===== src/rtl/record_receiver.sv =====
// UART 8N1 receiver that reassembles 6-byte time-tag records into 47-bit words.
// Byte0 bit7 is a framing marker (must be 0); records are MSB-first.
module record_receiver #(
  parameter int CLKS_PER_BIT = 173,
  parameter int TIMEOUT_CLKS = 3460
) (
  input  logic        clk,
  input  logic        reset_n,
  input  logic        rx_in,
  output logic [46:0] record,
  output logic        record_valid,
  output logic        frame_err,
  output logic        sync_err,
  output logic        timeout_err,
  output logic        busy
);

  localparam int BW = $clog2(CLKS_PER_BIT);
  localparam int GW = $clog2(TIMEOUT_CLKS + 1);
  localparam logic [BW-1:0] HALF_BIT = BW'(CLKS_PER_BIT / 2);
  localparam logic [BW-1:0] LAST_BIT = BW'(CLKS_PER_BIT - 1);
  localparam logic [GW-1:0] LAST_GAP = GW'(TIMEOUT_CLKS - 1);

  typedef enum logic [1:0] {IDLE, START, DATA, STOP} state_t;

  state_t          state, state_n;
  logic            rx_s1, rx_s2;
  logic [BW-1:0]   bit_cnt, bit_cnt_n;
  logic [2:0]      bit_idx, bit_idx_n;
  logic [7:0]      shift, shift_n;
  logic            wait_high, wait_high_n;
  logic [GW-1:0]   gap_cnt;
  logic [2:0]      byte_cnt;
  logic [39:0]     partial;

  logic            byte_done;
  logic            frame_tick;
  logic            start_detect;
  logic            gap_active;
  logic            timeout_tick;

  // Two-flop synchroniser; resets to the idle (high) line level.
  always_ff @(posedge clk or negedge reset_n) begin
    if (!reset_n) begin
      rx_s1 <= 1'b1;
      rx_s2 <= 1'b1;
    end else begin
      rx_s1 <= rx_in;
      rx_s2 <= rx_s1;
    end
  end

  // NOTE: every combinational output gets a default first so no latch is inferred.
  always_comb begin
    state_n      = state;
    bit_cnt_n    = bit_cnt;
    bit_idx_n    = bit_idx;
    shift_n      = shift;
    wait_high_n  = wait_high;
    byte_done    = 1'b0;
    frame_tick   = 1'b0;
    start_detect = 1'b0;
    case (state)
      IDLE: begin
        // After a framing error the line may still be low; wait for it to recover.
        if (wait_high) begin
          if (rx_s2) wait_high_n = 1'b0;
        end else if (!rx_s2) begin
          state_n      = START;
          bit_cnt_n    = '0;
          start_detect = 1'b1;
        end
      end
      START: begin
        if (bit_cnt == HALF_BIT) begin
          bit_cnt_n = '0;
          bit_idx_n = '0;
          state_n   = rx_s2 ? IDLE : DATA;
        end else begin
          bit_cnt_n = bit_cnt + 1'b1;
        end
      end
      DATA: begin
        if (bit_cnt == LAST_BIT) begin
          bit_cnt_n = '0;
          shift_n   = {rx_s2, shift[7:1]};
          bit_idx_n = bit_idx + 1'b1;
          if (bit_idx == 3'd7) state_n = STOP;
        end else begin
          bit_cnt_n = bit_cnt + 1'b1;
        end
      end
      STOP: begin
        if (bit_cnt == LAST_BIT) begin
          bit_cnt_n = '0;
          state_n   = IDLE;
          if (rx_s2) begin
            byte_done = 1'b1;
          end else begin
            frame_tick  = 1'b1;
            wait_high_n = 1'b1;
          end
        end else begin
          bit_cnt_n = bit_cnt + 1'b1;
        end
      end
      default: state_n = IDLE;
    endcase
  end

  // NOTE: sequential state uses non-blocking assignments only.
  always_ff @(posedge clk or negedge reset_n) begin
    if (!reset_n) begin
      state     <= IDLE;
      bit_cnt   <= '0;
      bit_idx   <= '0;
      shift     <= '0;
      wait_high <= 1'b0;
    end else begin
      state     <= state_n;
      bit_cnt   <= bit_cnt_n;
      bit_idx   <= bit_idx_n;
      shift     <= shift_n;
      wait_high <= wait_high_n;
    end
  end

  assign gap_active   = (state == IDLE) && (byte_cnt != 3'd0);
  assign timeout_tick = gap_active && (gap_cnt == LAST_GAP);

  always_ff @(posedge clk or negedge reset_n) begin
    if (!reset_n) begin
      gap_cnt <= '0;
    end else if (start_detect || !gap_active || timeout_tick) begin
      gap_cnt <= '0;
    end else begin
      gap_cnt <= gap_cnt + 1'b1;
    end
  end

  // Record assembler; error cases are mutually exclusive by construction
  // (frame/sync come from STOP, timeout only from IDLE).
  always_ff @(posedge clk or negedge reset_n) begin
    if (!reset_n) begin
      byte_cnt     <= '0;
      partial      <= '0;
      record       <= '0;
      record_valid <= 1'b0;
      frame_err    <= 1'b0;
      sync_err     <= 1'b0;
      timeout_err  <= 1'b0;
    end else begin
      record_valid <= 1'b0;
      frame_err    <= 1'b0;
      sync_err     <= 1'b0;
      timeout_err  <= 1'b0;
      if (frame_tick) begin
        frame_err <= 1'b1;
        byte_cnt  <= '0;
      end else if (timeout_tick) begin
        timeout_err <= 1'b1;
        byte_cnt    <= '0;
      end else if (byte_done) begin
        if (byte_cnt == 3'd0 && shift[7]) begin
          sync_err <= 1'b1;
        end else if (byte_cnt == 3'd5) begin
          record       <= {partial[38:0], shift};
          record_valid <= 1'b1;
          byte_cnt     <= '0;
        end else begin
          partial  <= {partial[31:0], shift};
          byte_cnt <= byte_cnt + 1'b1;
        end
      end
    end
  end

  assign busy = (byte_cnt != 3'd0) || (state != IDLE);

endmodule


===== config.mk =====
export PLATFORM = sky130hd
export DESIGN_NAME = record_receiver
export DESIGN_NICKNAME = d
export VERILOG_FILES = /design/src/rtl/record_receiver.sv
export SDC_FILE = /design/constraint.sdc
export NUM_CORES = 1
export LEC_CHECK = 0
export ABC_AREA = 0
export ABC_CLOCK_PERIOD_IN_PS = 3750
export CAP_MARGIN = 25
export CORE_MARGIN = 2
export CORE_UTILIZATION = 55
export CTS_BUF_LIST = sky130_fd_sc_hd__clkbuf_8 sky130_fd_sc_hd__clkbuf_16
export CTS_CLUSTER_DIAMETER = 100
export DETAILED_ROUTE_END_ITERATION = 8
export DONT_BUFFER_PORTS = 1
export PLACE_DENSITY = 0.67
export RECOVER_POWER = 100
export SETUP_SLACK_MARGIN = 0.3
export SLEW_MARGIN = 20
export SYNTH_ARGS = -nofsm -noshare
export SYNTH_HDL_FRONTEND = slang
export SYNTH_SLANG_ARGS = --single-unit

===== constraint.sdc =====
create_clock -name clk -period 3.75 [get_ports clk]
set_input_delay 0.1875 -clock clk [delete_from_list [all_inputs] [get_ports clk]]
set_output_delay 0.1875 -clock clk [all_outputs]
set_load 0.05 [all_outputs]

### Word level (Yosys, flattened, before mapping)

Cells that the tools add are included.

| storage, ports and cells | value |
|---|---|
| register bits | 129 |
| input bits | 3 |

| operators by class | value |
|---|---|
| add/subtract/negate cells | 4 |
| equality and inequality tests | 16 |
| multiplexer cells | 46 |
| bitwise operators | 4 |
| reduce and logical (&&, ||, !) cells | 23 |

Operators by type and width:

| cell | number |
|---|---|
| two-way mux 8 bit | 4 |
| case mux 8 bit (3 select lines) | 1 |
| two-way mux 1 bit | 23 |
| two-way mux 3 bit | 7 |
| two-way mux 2 bit | 7 |
| != test 2 bit, second input constant | 7 |
| adder 12 x 1 -> 12 bit, second input constant | 1 |
| == test 12 bit, second input constant | 1 |
| two-way mux 12 bit | 1 |
| AND reduction 5 bit | 2 |
| adder 8 x 1 -> 8 bit, second input constant | 1 |
| == test 8 x 7 -> 1 bit, second input constant | 1 |
| == test 8 bit, second input constant | 1 |
| case mux 2 bit (4 select lines) | 1 |
| adder 3 x 1 -> 3 bit, second input constant | 2 |
| == test 3 bit, second input constant | 2 |
| case mux 3 bit (2 select lines) | 1 |
| AND reduction 2 bit | 3 |
| AND reduction 3 bit | 2 |
| AND reduction 6 bit | 1 |
| nonzero test 2 bit | 3 |
| nonzero test 3 bit | 2 |
| == test 2 bit, second input constant | 2 |
| NOT 1 bit | 4 |
| other kinds (9) | 13 |

### Logic depth before layout (Yosys ltp)

| depth | value |
|---|---|
| depth after elaboration | 6 |
| mapped depth | 8 |

### Worst setup path before layout

No wires, ideal clock.

| timing | value |
|---|---|
| path type | flip-flop to flip-flop |
| start | register bit_cnt[6] |
| end | register record[17] |
| setup time | 0.125 ns |
| data arrival time | 1.987 ns |
| data required time | 3.625 ns |
| setup slack | 1.638 ns |
| stages on the path, launching flop included | 7 |
| buffers on the path | 2 |
| cell sequence | dfrtp_1 > or3b_4 > or3_4 > nor3_4 > buf_6 > buf_12 > mux2_4 |

| between the ends | value |
|---|---|
| cells in the longest elaborated chain, start to end | 5 |
| elaborated cells between the ends (all ways) | 7 |

RTL lines:

| element | RTL line | source |
|---|---|---|
| start: declaration | 28 | `logic [BW-1:0] bit_cnt, bit_cnt_n;` |
| start signal: assignment | 121 | `bit_cnt <= bit_cnt_n;` |
| == test 8 bit (*) | 94 | `if (bit_cnt == LAST_BIT) begin` |
| two-way mux 1 bit | 94 |  |
| two-way mux 1 bit | 63 | `case (state)` |
| NOT 1 bit (no line) | - |  |
| AND reduction 5 bit (no line) (*) | - |  |
| end signal: assignment | 167 | `record <= {partial[38:0], shift};` |
| end: declaration | 10 | `output logic [46:0] record,` |

Every way passes the cells marked *; elsewhere a longest branch is shown, timed or not.
A chain may end at the register's enable or synchronous reset.

### Worst setup path in the final report

| timing | value |
|---|---|
| start | register bit_cnt[6] |
| end | register partial[18] |

| between the ends | value |
|---|---|
| cells in the longest elaborated chain, start to end | 5 |
| elaborated cells between the ends (all ways) | 7 |

RTL lines:

| element | RTL line | source |
|---|---|---|
| == test 8 bit (*) | 94 |  |
| two-way mux 1 bit | 94 |  |
| two-way mux 1 bit | 63 |  |
| NOT 1 bit (no line) | - |  |
| AND reduction 5 bit (no line) (*) | - |  |
| end signal: assignment | 171 | `partial <= {partial[31:0], shift};` |
| end: declaration | 34 | `logic [39:0] partial;` |

Marks and branches as above.

==> results.rst <==
.. list-table::
   :header-rows: 1

   * - Metric
     - Value
   * - Result of the run
     - finished, final reports clean
   * - Tmin final
     - 2.77 ns
   * - Fraction of registers with async set or reset after synthesis
     - 100%
   * - Avg Synthesized Cell Area
     - 13.7 um^2
   * - Number of instances in the placed design
     - approximately 520
   * - Initial standard-cell utilization of the core
     - 56.5%
   * - List of cells traversed by the critical path
     - or3b_1, or3_1, nor2_4, clkbuf_2, mux2_2
   * - Data arrival time of the critical path
     - 3.18 ns
   * - H-tree depth
     - 4
   * - Cell depth of the worst min-delay path
     - 1
   * - Leakage power
     - 2.88 nW
   * - Slew of the pin with the lowest slew margin
     - around 0.98 ns
   * - Fraction of power consumed by the clock network
     - 52.5%
   * - Area delta synth->final
     - 10.1%
   * - Root buffer cell
     - sky130_fd_sc_hd__clkbuf_8
   * - Worst Setup Slack post-DPL
     - 1.11 ns
   * - Main flop type after synthesis
     - sky130_fd_sc_hd__dfrtp_1
   * - Number of warnings issued by yosys
     - 0
   * - Filler cell count in the final layout
     - 796
   * - Final total negative setup slack
     - 0 ns
   * - Weighted congestion at the end of routability-driven global placement
     - 0.821
   * - Max-cap check violation count
     - 0
   * - Distinct cells, synth
     - 48
   * - Crit path buffers/inverters
     - 1
   * - Row count
     - 36
   * - Setup repair after global routing missed its margin
     - no
   * - Startpoint of the tightest hold check path
     - rx_in
   * - Highest fanout seen on the critical path
     - 39
   * - Maximum number of buffers from clock root to sink
     - 2
   * - Final wirelength
     - 9440 um
   * - Area of the core region
     - 9730 um^2
   * - Resize count post-CTS
     - 0
   * - Cell area after synthesis
     - roughly 5500 um^2
   * - Hold Crit Class
     - in2reg
   * - Peak supply drop
     - approximately 310 uV
   * - Clock tree skew after final layout
     - approximately 0.0088 ns
   * - Switching Share
     - 21.8%
   * - Critical path's top delay family
     - simple AND/OR/NAND/NOR gates
   * - X dimension of the die
     - approximately 100 um
   * - Combinational cell fraction of total power
     - roughly 1%
   * - Final setup vio count
     - 0
   * - Total number of vias
     - 3,110
   * - Power density normalized to cell area
     - 496 nW/um^2
   * - Layout cells sized above 1
     - 22.4%
   * - Flop and latch count out of synthesis
     - 129
   * - Cell internal power dissipation
     - 0.00235 W
   * - Worst setup SP type
     - register
   * - Final cell count without fillers
     - approximately 560
   * - Switching Power
     - 0.000655 W
   * - Relative contribution of sequential cells to total power
     - a little under half
   * - R2R Setup Slk
     - between 0.9 and 1 ns
   * - Max stage delay cell, worst path
     - sky130_fd_sc_hd__clkbuf_2
   * - Post-detailed-route via-to-cell ratio
     - 5.58
   * - Count of nets left with antenna violations after detail routing
     - 0
   * - DIE AREA
     - 10,800 um^2
   * - Clock sink total
     - between 100 and 150
   * - Worst r2r path cells
     - 5
   * - Clock-pin slew on the worst setup and hold paths
     - about 0.06 ns
   * - CP endpoint kind
     - register
   * - Remaining design rule violation count
     - 0
   * - Clock tree from TritonCTS
     - done
   * - Number of buffers added by the clock tree synthesis step
     - 17
   * - First-pass GRT wire length
     - 16,500 um
   * - Critical path required time
     - 4.15 ns
   * - Least setup slack across all paths after layout
     - 0.975 ns
   * - Final antenna diode count
     - 0
   * - Rel. slew slack
     - 34.4%
   * - Final-stage net count
     - 420
   * - Final Slew Violations
     - 0
   * - Fraction of the yosys area taken by sequential cells
     - between 50% and 60%
   * - Post-synth net total
     - 411
   * - Largest net degree at the start of global routing
     - 130
   * - Latest clock arrival within the worst-skew pair
     - around 0.53 ns
   * - Peak clock frequency supported by timing
     - 360 MHz
   * - Number of antenna violations at the first check in global routing
     - 0
   * - Hold EP
     - rx_s1
   * - Crit path kind
     - reg2reg
   * - Placed Instance Area
     - 5570 um^2
   * - HPWL Detailed
     - 5780 um
   * - EDFF count, synth
     - 0
   * - Post-route cell area
     - 6060 um^2
   * - I/O Pins
     - 55
   * - Beginning of the worst register-to-register path
     - bit_cnt[6]
   * - WL/cell
     - about 17 um
   * - Global-route usage over all layers
     - 19.4%
   * - Via count of the first global-routing pass
     - 3,227
   * - Chip Height
     - roughly 100 um
   * - Tcrit/Tclk final
     - about three quarters
   * - Synthesized instance count
     - 402
   * - Setup fix buffers added after clock tree synthesis
     - 0
   * - 1st-iter DRT viols
     - 133
   * - Number of detailed-route iterations in the first pass
     - 4
   * - End of the worst register-to-register path
     - partial[18]
   * - Final Hold Violating Endpoints
     - 0
   * - Residual overflow from global routing
     - 0
   * - Largest stage delay on the critical path
     - 0.75 ns
   * - Buffers added on ports
     - 0
   * - Fraction of the core area covered by cells at the end of the flow
     - 62.3%
-- worst reg2reg max path, stage by stage (launching register included) --
cell and delay [ns]:
sky130_fd_sc_hd__dfrtp_1 0.44, sky130_fd_sc_hd__or3b_1 0.45, sky130_fd_sc_hd__or3_1 0.48, sky130_fd_sc_hd__nor2_4 0.11, sky130_fd_sc_hd__clkbuf_2 0.75, sky130_fd_sc_hd__mux2_2 0.44
-- cell usage after synthesis (5+ instances only) --
cell type	count	share of area [%]
sky130_fd_sc_hd__mux2_2	55	11
sky130_fd_sc_hd__clkbuf_1	7	0.48
sky130_fd_sc_hd__o21ai_0	9	0.82
sky130_fd_sc_hd__nand2_1	25	1.7
sky130_fd_sc_hd__o22ai_1	5	0.57
sky130_fd_sc_hd__mux2_4	30	8.2
sky130_fd_sc_hd__xnor2_1	8	1.3
sky130_fd_sc_hd__inv_1	10	0.68
sky130_fd_sc_hd__nor3_1	8	0.73
sky130_fd_sc_hd__mux2_1	10	2.0
sky130_fd_sc_hd__nor2_1	20	1.4
sky130_fd_sc_hd__a21oi_1	9	0.82
sky130_fd_sc_hd__dfrtp_1	127	58
sky130_fd_sc_hd__ha_1	6	1.4
sky130_fd_sc_hd__nand4_1	7	0.80
sky130_fd_sc_hd__nor4_1	7	0.80
sky130_fd_sc_hd__nand3_1	8	0.73
-- cell families after synthesis --
family / after synthesis / synth area share [%]
buffers and inverters: 27 / 3.21
and+or+nand+nor: 99 / 9.55
DFF: 129 / 58.7
AOI/OAI and AO/OA: 35 / 3.87
adders and majority gates: 6 / 1.36
xor gates and xnor gates: 10 / 1.59
muxes: 96 / 21.7
-- layout make-up --
cell class / count / area, um^2 / area share, %
Clock inverter: 15 / 159 / 2.62
Clock buffer: 17 / 414 / 6.84
Inverter: 10 / 37.5 / 0.620
Tap cell: 133 / 166 / 2.75
Multi-Input combinational cell: 246 / 1980 / 32.7
Timing Repair Buffer: 7 / 67.6 / 1.12
Sequential cell: 129 / 3230 / 53.3
-- metrics by stage --
step / hold slack (ns) / power [W]
2_1_floorplan: -0.108 / 0.00142
3_3_place_gp: -0.104 / 0.00142
3_5_place_dp: -0.104 / 0.00142
4_1_cts: 0.190 / 0.00304
5_1_grt: 0.192 / 0.00310
6_report: 0.209 / 0.00300
-- power groups by stage --
stage | clock network, W | logic (W) | registers (W)
floorplan | 0 | 0.00000178 | 0.00142
global placement | 0 | 0.000000684 | 0.00142
detailed placement | 0 | 0.000000729 | 0.00142
CTS | 0.00161 | 0.0000332 | 0.00140
global route | 0.00167 | 0.0000374 | 0.00140
finish | 0.00158 | 0.0000311 | 0.00140
-- state kept, by name, summed over array words and instances, names as in the netlist, named ones only --
name / count
byte_cnt: 3
record: 47
shift: 8
record_valid: 1
wait_high: 1
sync_err: 1
frame_err: 1
state: 1
bit_idx: 3
rx_s2: 1
rx_s1: 1
bit_cnt: 8
gap_cnt: 12
partial: 39
timeout_err: 1
-- repair_timing --
action / in CTS / in global routing
endpoints found under the hold margin: 130 / 0
setup endpoints to repair: 0 / 0
hold buffers: 3 / 0
-- worst max-delay path by stage --
stage / end / cells past startpoint / from / slack (ns)
floorplan: record[17] / 6 / bit_cnt[6] / 1.64
global placement: record[16] / 7 / bit_cnt[0] / 1.19
detailed placement: record[16] / 7 / bit_cnt[0] / 1.11
CTS: record[16] / 7 / bit_cnt[0] / 1.09
global route: partial[23] / 5 / bit_cnt[6] / 0.78
finish: partial[18] / 5 / bit_cnt[6] / 0.98
-- placed cells by master (no fill, tap or decap), drive strengths merged, types with 2 or more instances in the layout --
| master | Yosys | routed |
|---|---|---|
| o22ai | 5 | 5 |
| inv | 10 | 16 |
| clkinvlp | 0 | 4 |
| nor2b | 3 | 3 |
| nand2 | 25 | 25 |
| or3b | 2 | 2 |
| nor4 | 7 | 7 |
| and2 | 3 | 3 |
| bufinv | 0 | 2 |
| mux2 | 95 | 95 |
| nand3b | 2 | 2 |
| buf | 10 | 2 |
| a21oi | 9 | 9 |
| a31oi | 3 | 3 |
| and3 | 2 | 2 |
| nor3 | 9 | 9 |
| clkbuf | 7 | 20 |
| clkinv | 0 | 3 |
| ha | 6 | 6 |
| nand4 | 7 | 7 |
| xor2 | 2 | 2 |
| nand3 | 8 | 8 |
| nor2 | 21 | 21 |
| o21ai | 9 | 9 |
| dfrtp | 127 | 127 |
| dfstp | 2 | 2 |
| xnor2 | 8 | 8 |
| or3 | 2 | 2 |
| nor4b | 3 | 3 |
| o21a | 3 | 3 |
| dlygate4sd3 | 0 | 2 |
-- routing by layer --
metal / global-route usage (%) / share of wire, %
met5: 0 / 0
met4: 7.53 / 1.4
met3: 6.64 / 4.5
met2: 30.0 / 48
met1: 25.3 / 46
(Power assumes the default switching activity.)
